File: src/rtl/relu_ctrl.sv
// relu_ctrl: streams rows from a source buffer through a per-lane ReLU array
// (or an equal-latency bypass) into a destination buffer, one row per cycle.
`ifndef ARRAYWIDTH
`define ARRAYWIDTH 4
`endif
`ifndef OUTPUT_BUF_DATASIZE
`define OUTPUT_BUF_DATASIZE 8
`endif

module relu_pe #(
    parameter int W = 8
) (
    input  logic         clk,
    input  logic         rst,
    input  logic         i_en,
    input  logic [W-1:0] i_d,
    output logic [W-1:0] o_q
);
    logic [W-1:0] r_q;

    always_ff @(posedge clk) begin
        if (rst) begin
            r_q <= '0;
        end else if (i_en) begin
            r_q <= i_d[W-1] ? '0 : i_d;
        end
    end

    assign o_q = r_q;
endmodule

module relu_ctrl #(
    parameter int ADDR_W = 8,
    localparam int LANES = `ARRAYWIDTH,
    localparam int LW = `OUTPUT_BUF_DATASIZE,
    localparam int DW = LANES * LW
) (
    input  logic              clk,
    input  logic              rst,
    input  logic              start,
    input  logic [ADDR_W-1:0] num_rows,
    input  logic [ADDR_W-1:0] src_base,
    input  logic [ADDR_W-1:0] dst_base,
    input  logic              relu_en,
    output logic              busy,
    output logic              done,
    output logic              rd_en,
    output logic [ADDR_W-1:0] rd_addr,
    input  logic [DW-1:0]     rd_data,
    output logic              wr_en,
    output logic [ADDR_W-1:0] wr_addr,
    output logic [DW-1:0]     wr_data
);
    typedef enum logic [1:0] {
        S_IDLE,
        S_RUN,
        S_DRAIN,
        S_DONE
    } state_t;

    state_t r_state;
    state_t w_next;

    logic [ADDR_W-1:0] r_num;
    logic [ADDR_W-1:0] r_src;
    logic [ADDR_W-1:0] r_dst;
    logic              r_relu;
    logic [ADDR_W-1:0] r_k;
    logic              r_dcnt;

    logic              r_v1;
    logic              r_v2;
    logic [ADDR_W-1:0] r_a1;
    logic [ADDR_W-1:0] r_a2;
    logic [DW-1:0]     r_byp;

    logic              w_accept;
    logic              w_last;
    logic              w_rd_en;
    logic              w_busy;
    logic              w_done;
    logic [DW-1:0]     w_pe;

    assign w_last = (r_k == (r_num - ADDR_W'(1)));

    always_ff @(posedge clk) begin
        if (rst) begin
            r_state <= S_IDLE;
        end else begin
            r_state <= w_next;
        end
    end

    always_comb begin
        w_next   = r_state;
        w_accept = 1'b0;
        w_rd_en  = 1'b0;
        w_busy   = 1'b0;
        w_done   = 1'b0;
        unique case (r_state)
            S_IDLE: begin
                if (start) begin
                    w_accept = 1'b1;
                    w_next   = (num_rows == '0) ? S_DONE : S_RUN;
                end
            end
            S_RUN: begin
                w_rd_en = 1'b1;
                w_busy  = 1'b1;
                if (w_last) begin
                    w_next = S_DRAIN;
                end
            end
            S_DRAIN: begin
                w_busy = 1'b1;
                if (r_dcnt) begin
                    w_next = S_DONE;
                end
            end
            S_DONE: begin
                w_done = 1'b1;
                w_next = S_IDLE;
            end
            default: w_next = S_IDLE;
        endcase
    end

    // Config is only ever loaded from IDLE, so starts in any other state are dropped.
    always_ff @(posedge clk) begin
        if (rst) begin
            r_num  <= '0;
            r_src  <= '0;
            r_dst  <= '0;
            r_relu <= 1'b0;
            r_k    <= '0;
            r_dcnt <= 1'b0;
        end else begin
            if (w_accept) begin
                r_num  <= num_rows;
                r_src  <= src_base;
                r_dst  <= dst_base;
                r_relu <= relu_en;
                r_k    <= '0;
            end else if (r_state == S_RUN) begin
                r_k <= r_k + ADDR_W'(1);
            end
            r_dcnt <= (r_state == S_DRAIN) ? ~r_dcnt : 1'b0;
        end
    end

    // r_v1 marks rd_data valid; r_v2 marks the registered lane result valid.
    always_ff @(posedge clk) begin
        if (rst) begin
            r_v1  <= 1'b0;
            r_v2  <= 1'b0;
            r_a1  <= '0;
            r_a2  <= '0;
            r_byp <= '0;
        end else begin
            r_v1 <= w_rd_en;
            r_a1 <= r_dst + r_k;
            r_v2 <= r_v1;
            r_a2 <= r_a1;
            if (r_v1 && !r_relu) begin
                r_byp <= rd_data;
            end
        end
    end

    for (genvar i = 0; i < LANES; i++) begin : g_lane
        relu_pe #(
            .W(LW)
        ) u_pe (
            .clk  (clk),
            .rst  (rst),
            .i_en (r_v1 & r_relu),
            .i_d  (rd_data[i*LW +: LW]),
            .o_q  (w_pe[i*LW +: LW])
        );
    end

    assign busy    = w_busy;
    assign done    = w_done;
    assign rd_en   = w_rd_en;
    assign rd_addr = w_rd_en ? (r_src + r_k) : '0;
    assign wr_en   = r_v2;
    assign wr_addr = r_v2 ? r_a2 : '0;
    assign wr_data = r_v2 ? (r_relu ? w_pe : r_byp) : '0;
endmodule

File: config.mk
export PLATFORM = sky130hd
export DESIGN_NAME = relu_ctrl
export DESIGN_NICKNAME = d
export VERILOG_FILES = /design/src/rtl/relu_ctrl.sv
export SDC_FILE = /design/constraint.sdc
export NUM_CORES = 1
export LEC_CHECK = 0
export BUFFER_PORTS_ARGS = -buffer_cell sky130_fd_sc_hd__buf_2
export CAP_MARGIN = 20
export CORE_MARGIN = 2
export CORE_UTILIZATION = 51
export CTS_BUF_LIST = sky130_fd_sc_hd__clkbuf_4
export CTS_CLUSTER_SIZE = 25
export DETAILED_ROUTE_END_ITERATION = 6
export GPL_TIMING_DRIVEN = 0
export PLACE_DENSITY = 0.78
export SYNTH_ARGS = -nofsm -noshare
export SYNTH_HDL_FRONTEND = slang
export SYNTH_SLANG_ARGS = --single-unit
export TNS_END_PERCENT = 20
File: constraint.sdc
create_clock -name clk -period 2.08 [get_ports clk]
set_input_delay 0.416 -clock clk [delete_from_list [all_inputs] [get_ports clk]]
set_output_delay 0.416 -clock clk [all_outputs]
set_load 0.05 [all_outputs]
# --- Yosys cells after proc, flatten, opt, wreduce, memory -nomap -nowiden ---
# Index checks and enable logic that the tools add are counted.
totals:
  ff_bits: 118
  output_inout_bits: 52
  wordCells: 56
classes:
  add_sub_neg: 4
  n_eq_ne: 7
  muxes: 18
  bitwise_logic: 3
  reduce_logical: 8
op_table:
  columns: ["cell", "count"]
  rows:
  - ["2-to-1 mux 32 bit", 2]
  - ["2-to-1 mux 7 bit", 4]
  - ["adder 8 bit", 2]
  - ["2-to-1 mux 8 bit", 2]
  - ["adder 8 x 1 -> 8 bit (second input constant)", 1]
  - ["equality test 8 bit", 1]
  - ["zero test 8 bit", 1]
  - ["2-to-1 mux 2 bit", 4]
  - ["case mux 2 bit (4 select lines)", 1]
  - ["subtractor 8 x 1 -> 8 bit (second input constant)", 1]
  - ["inequality test 2 bit (second input constant)", 3]
  - ["OR reduction 2 bit", 3]
  - ["2-to-1 mux 1 bit", 5]
  - ["equality test 2 bit (second input constant)", 2]
  - ["AND reduction 3 bit", 1]
  - ["equality test 2 x 1 -> 1 bit (second input constant)", 1]
  - ["zero test 2 bit", 1]
  - ["inverter 1 bit", 2]
  - ["AND 1 bit", 1]
  - ["logical AND 1 bit", 1]
  - ["zero test 1 bit", 1]

# --- Logic depth before layout (Yosys ltp) ---
logic_depth:
  depth_word: 4
  ltp_mapped: 9

# --- Modules after synthesis ---
# A second synthesis with hierarchy kept.
unflattened:
  cells_unflattened: 657
  hier_area_um2: 5587.9
modules_own_cells:
  columns: ["mod", "n_inst", "cells_each", "area_per_inst_um2", "seq_area_each_um2"]
  rows:
  - ["relu_ctrl", 1, 533, 4411.7, 1721.7]
  - ["relu_pe", 4, 31, 294.0, 140.1]

# --- Worst setup path before layout ---
# No wires, ideal clock.
synth_timing:
  path_kind: "reg-to-output"
  start: "register r_k[1]"
  end: "output rd_addr[7]"
  arrival_time_ns: 2.527
  t_required_ns: 1.664
  slack_ns: -0.863
  stages_incl_launch_ff: 8
  cell_sequence: "dfxtp_1 ha_1 a21o_1 a21oi_1 o21bai_1 a2111oi_0 o21ai_0 a21boi_1"
synth_between:
  elab_chain_len: 2
synth_lines:
  columns: ["element", "line", "text"]
  rows:
  - ["start, declared", "68", "logic [ADDR_W-1:0] r_k;"]
  - ["start signal, assigned", "145", "r_k <= r_k + ADDR_W'(1);"]
  - ["adder 8 bit", "185", "assign rd_addr = w_rd_en ? (r_src + r_k) : '0;"]
  - ["2-to-1 mux 8 bit", "185", null]
  - ["end, declared", "48", "output logic [ADDR_W-1:0] rd_addr,"]
# Every way passes these cells.

# --- Final worst setup path ---
layout_timing:
  start: "register r_k[0]"
  end: "output rd_addr[6]"
# The elaborated chain is that of the path after synthesis.

==> metrics.log <==
[metrics] run status: finished, violations left
[metrics] violations in the final reports: negative setup slack
[metrics] Post-CTS Hold Buffers: 0
[metrics] Row Count: 37
[metrics] number of buffers between clock root and the deepest sink: 2
[metrics] routing usage on met1: 32.0%
[metrics] area post-placement: 6240 um2
[metrics] detailed router's first-iteration violation count: 306
[metrics] Avg Vias per Cell: 5.36
[metrics] Slew @ Worst Pin: 610 ps
[metrics] Via Count: 5,051
[metrics] number of buffers added on ports: 106
[metrics] DRC violation count after routing: 0
[metrics] non-filler cells in the finished layout: 943
[metrics] category of the worst setup path capture point: output pin
[metrics] leakage power: 2.78 nW
[metrics] global-route usage over all layers: 26.1%
[metrics] HPWL after detailed placement: 10.1 mm
[metrics] grt ovf: 0
[metrics] number of standard cells after synthesis: 660
[metrics] overall die height: 108 um
[metrics] vias in the first global route: 4,950
[metrics] number of top-level design ports: 112
[metrics] share of async-settable or async-resettable flops after synthesis: 0%
[metrics] number of enable flip-flop cells after synthesis: 0
[metrics] Yosys warnings: 0
[metrics] maximum clock frequency: 344 MHz
[metrics] number of synthesized register bits: 114
[metrics] global routing met3 resource utilization: 5.69%
[metrics] antenna diode count: 0
[metrics] final count of pins violating max slew: 0
[metrics] maximum vdd drop: 473 uV
[metrics] Sinks on Clock Net: 114
[metrics] CTS H-tree depth: 4
[metrics] remaining max-slew budget at the tightest pin: 59.3%
[metrics] final setup vio count: 10
[metrics] worst setup path category: register to output pin
[metrics] number of nets in the final layout: 877
[metrics] Req. time, crit path: 1660 ps
[metrics] total core area: 10,400 um2
[metrics] most crowded layer after global routing: met2
[metrics] Yosys cell types: 45
[metrics] fraction of final layout cells with drive strength greater than 1: 27.4%
[metrics] final critical-path share of the clock period: 140%
[metrics] global-route wire length before repair: 23.7 mm
[metrics] FILL cells: 848
[metrics] Critical Path Source Type: register
[metrics] clock slew at reported path FFs: 110 ps
[metrics] effective utilization at floorplan: 52.8%
[metrics] final count of hold timing violations: 0
[metrics] Max-cap violations: 0
[metrics] summed instance area of the synthesized netlist: 5480 um2
[metrics] skew final: 16.1 ps
[metrics] critical path peak fanout: 2
[metrics] routability congestion estimate: 0.858
[metrics] clock buffer count from CTS: 17
[metrics] clock network latency to the later pin of the worst-skew pair: 540 ps
[metrics] Post-Synthesis Net Count: 743
[metrics] pin count of the biggest net entering global routing: 17
[metrics] shortest period the worst path allows: 2910 ps
[metrics] root buffer selected by CTS: clkbuf_4
[metrics] initial antenna violation count: 0
[metrics] path class of the lowest-slack min-delay path: input port to register
[metrics] Cell Count Post-Placement: 902
[metrics] most instantiated flip-flop cell in the synthesis netlist: dfxtp_1
[metrics] mean post-synth cell area: 8.30 um2
[metrics] Die ar.: 11,600 um2
[metrics] PnR worst setup slack: -827 ps
[metrics] average routed wire per standard cell: 15.5 um
[metrics] Total Wirelength: 14.6 mm
[metrics] TritonCTS clock tree: done
[metrics] met2 demand-to-capacity share in global routing: 45.6%
[metrics] power per unit of standard cell area: 818 nW/um2
[metrics] unrepaired setup endpoints after global routing: yes
[metrics] antenna viol nets, final: 0
[metrics] Chip Width: 108 um
[metrics] final std cell area, no fill: 7000 um2
[metrics] sequential-to-total area share from yosys stat: 41.7%
[metrics] arrival time worst endpoint: 2490 ps
[metrics] First-pass DRT Iterations: 5
[metrics] P&R area growth vs syn: 27.9%
[where the power goes]
group	switching, mW	total (mW)	internal, mW
Clock	0.941	1.66	0.721
Combinational	0.924	1.55	0.628
Sequential	0.142	2.51	2.37
[sequential cells by signal (all words and copies together) (netlist names)]
register,flops
wr_en,1
r_src,8
r_byp,32
r_a1,8
r_k,8
r_a2,8
r_v1,1
g_lane.u_pe.o_q,28
r_dst,8
r_relu,1
r_dcnt,1
r_state,2
r_num,8
[layout by cell type (no fill, tap or decap), drive strengths merged, types with 3 or more instances in the layout]
master and instances:
a2111oi 3, a211oi 3, a21o 3, a21oi 97, and2 19, buf 122, clkbuf 55, clkinv 7
clkinvlp 4, dfxtp 114, ha 21, inv 17, mux2i 29, nand2 119, nand2b 5, nand4 4
nor2 43, nor2b 45, nor3 4, nor3b 30, nor4 3, o21ai 10, or3 6, xnor2 12
xor2 12
[Yosys cell counts (2+ instances only)]
cell type  number  share of area [%]
or3_1           6               0.69
a211oi_1        2               0.27
nand4_1         4               0.46
inv_1          15                1.0
a2111oi_0       2               0.32
and2_1         19                2.2
xor2_1         12                1.9
nand2_1       119                8.2
nor2b_1        45                5.1
nand2b_1        5               0.57
nor3b_1        30                4.1
xnor2_1        11                1.8
dfxtp_1       114                 42
clkbuf_2        4               0.37
buf_1           5               0.34
nor2_1         43                2.9
o21bai_1        2               0.27
nor4_1          2               0.23
clkbuf_1       36                2.5
a21o_1          3               0.41
fa_1            2               0.73
a21oi_1        97                8.9
and3_1          2               0.23
mux2i_1        29                5.3
ha_1           21                4.8
nor3_1          4               0.37
o21ai_0         8               0.73
[per-stage QoR]
step	util (%)	power [mW]	hold WS (ps)	TNS [ps]	setup WS (ps)
2_1_floorplan	-	3.54	414	-4440	-168
3_3_place_gp	60.1	3.85	423	-2360	-412
3_5_place_dp	60.1	3.90	422	-3140	-450
4_1_cts	66.2	5.67	69.3	-4340	-798
5_1_grt	67.5	6.02	71.3	-5930	-925
6_report	67.5	5.73	96.9	-4410	-827
[kinds of logic (layout without fill, tap and decap cells)]
logic type	Yosys count	in the layout	share of synthesized area [%]
AND/OR/NAND/NOR	284	284	25.9
AO/OA/AOI/OAI	124	124	12.7
flip-flops	114	114	41.7
buffers and inverters	60	207	4.20
multiplexers	31	31	5.78
XOR/XNOR	24	24	4.18
adder cells (fa/ha/maj)	23	23	5.53
[what timing repair did]
action	4_1_cts	5_1_grt
pin swaps	10	20
gates resized for setup	92	38
buffers inserted	10	5
setup endpoints to repair	52	45
[critical path: stages, from the launching register on]
cell and delay (ps):
dfxtp_4 380, ha_4 160, fa_2 330, a21o_1 180, a21oi_2 170, o21bai_1 90
a21oi_1 160, xnor2_1 170, and2_4 190, buf_8 140
[final cells by class]
type / count / area, um2 / share of cell area [%]
Multi-Input combinational cell: 486 / 3190 / 45.5
Sequential cell: 114 / 2320 / 33.1
Clock buffer: 17 / 128 / 1.82
Timing Repair Buffer: 118 / 767 / 11.0
Inverter: 15 / 56.3 / 0.804
Buffer: 42 / 215 / 3.07
Tap cell: 136 / 170 / 2.43
Clock inverter: 15 / 161 / 2.30
[worst paths after layout]
check	endpoint	slack, ps	from	depth (start not counted)
max	rd_addr[6]	-830	r_k[0]	9
min reg2reg	r_a2[2]	450	r_a1[2]	1
min	r_src[0]	100	src_base[0]	3
max reg2reg	r_state[1]	-40	r_num[0]	6
[layer usage]
metal | routed length (um) | vias to the layer above
li1 | - | 2466
met1 | 6220 | 2385
met2 | 7300 | 174
met3 | 831 | 26
met4 | 247 | 0
met5 | 0 | -
(Power assumes the default switching activity.)
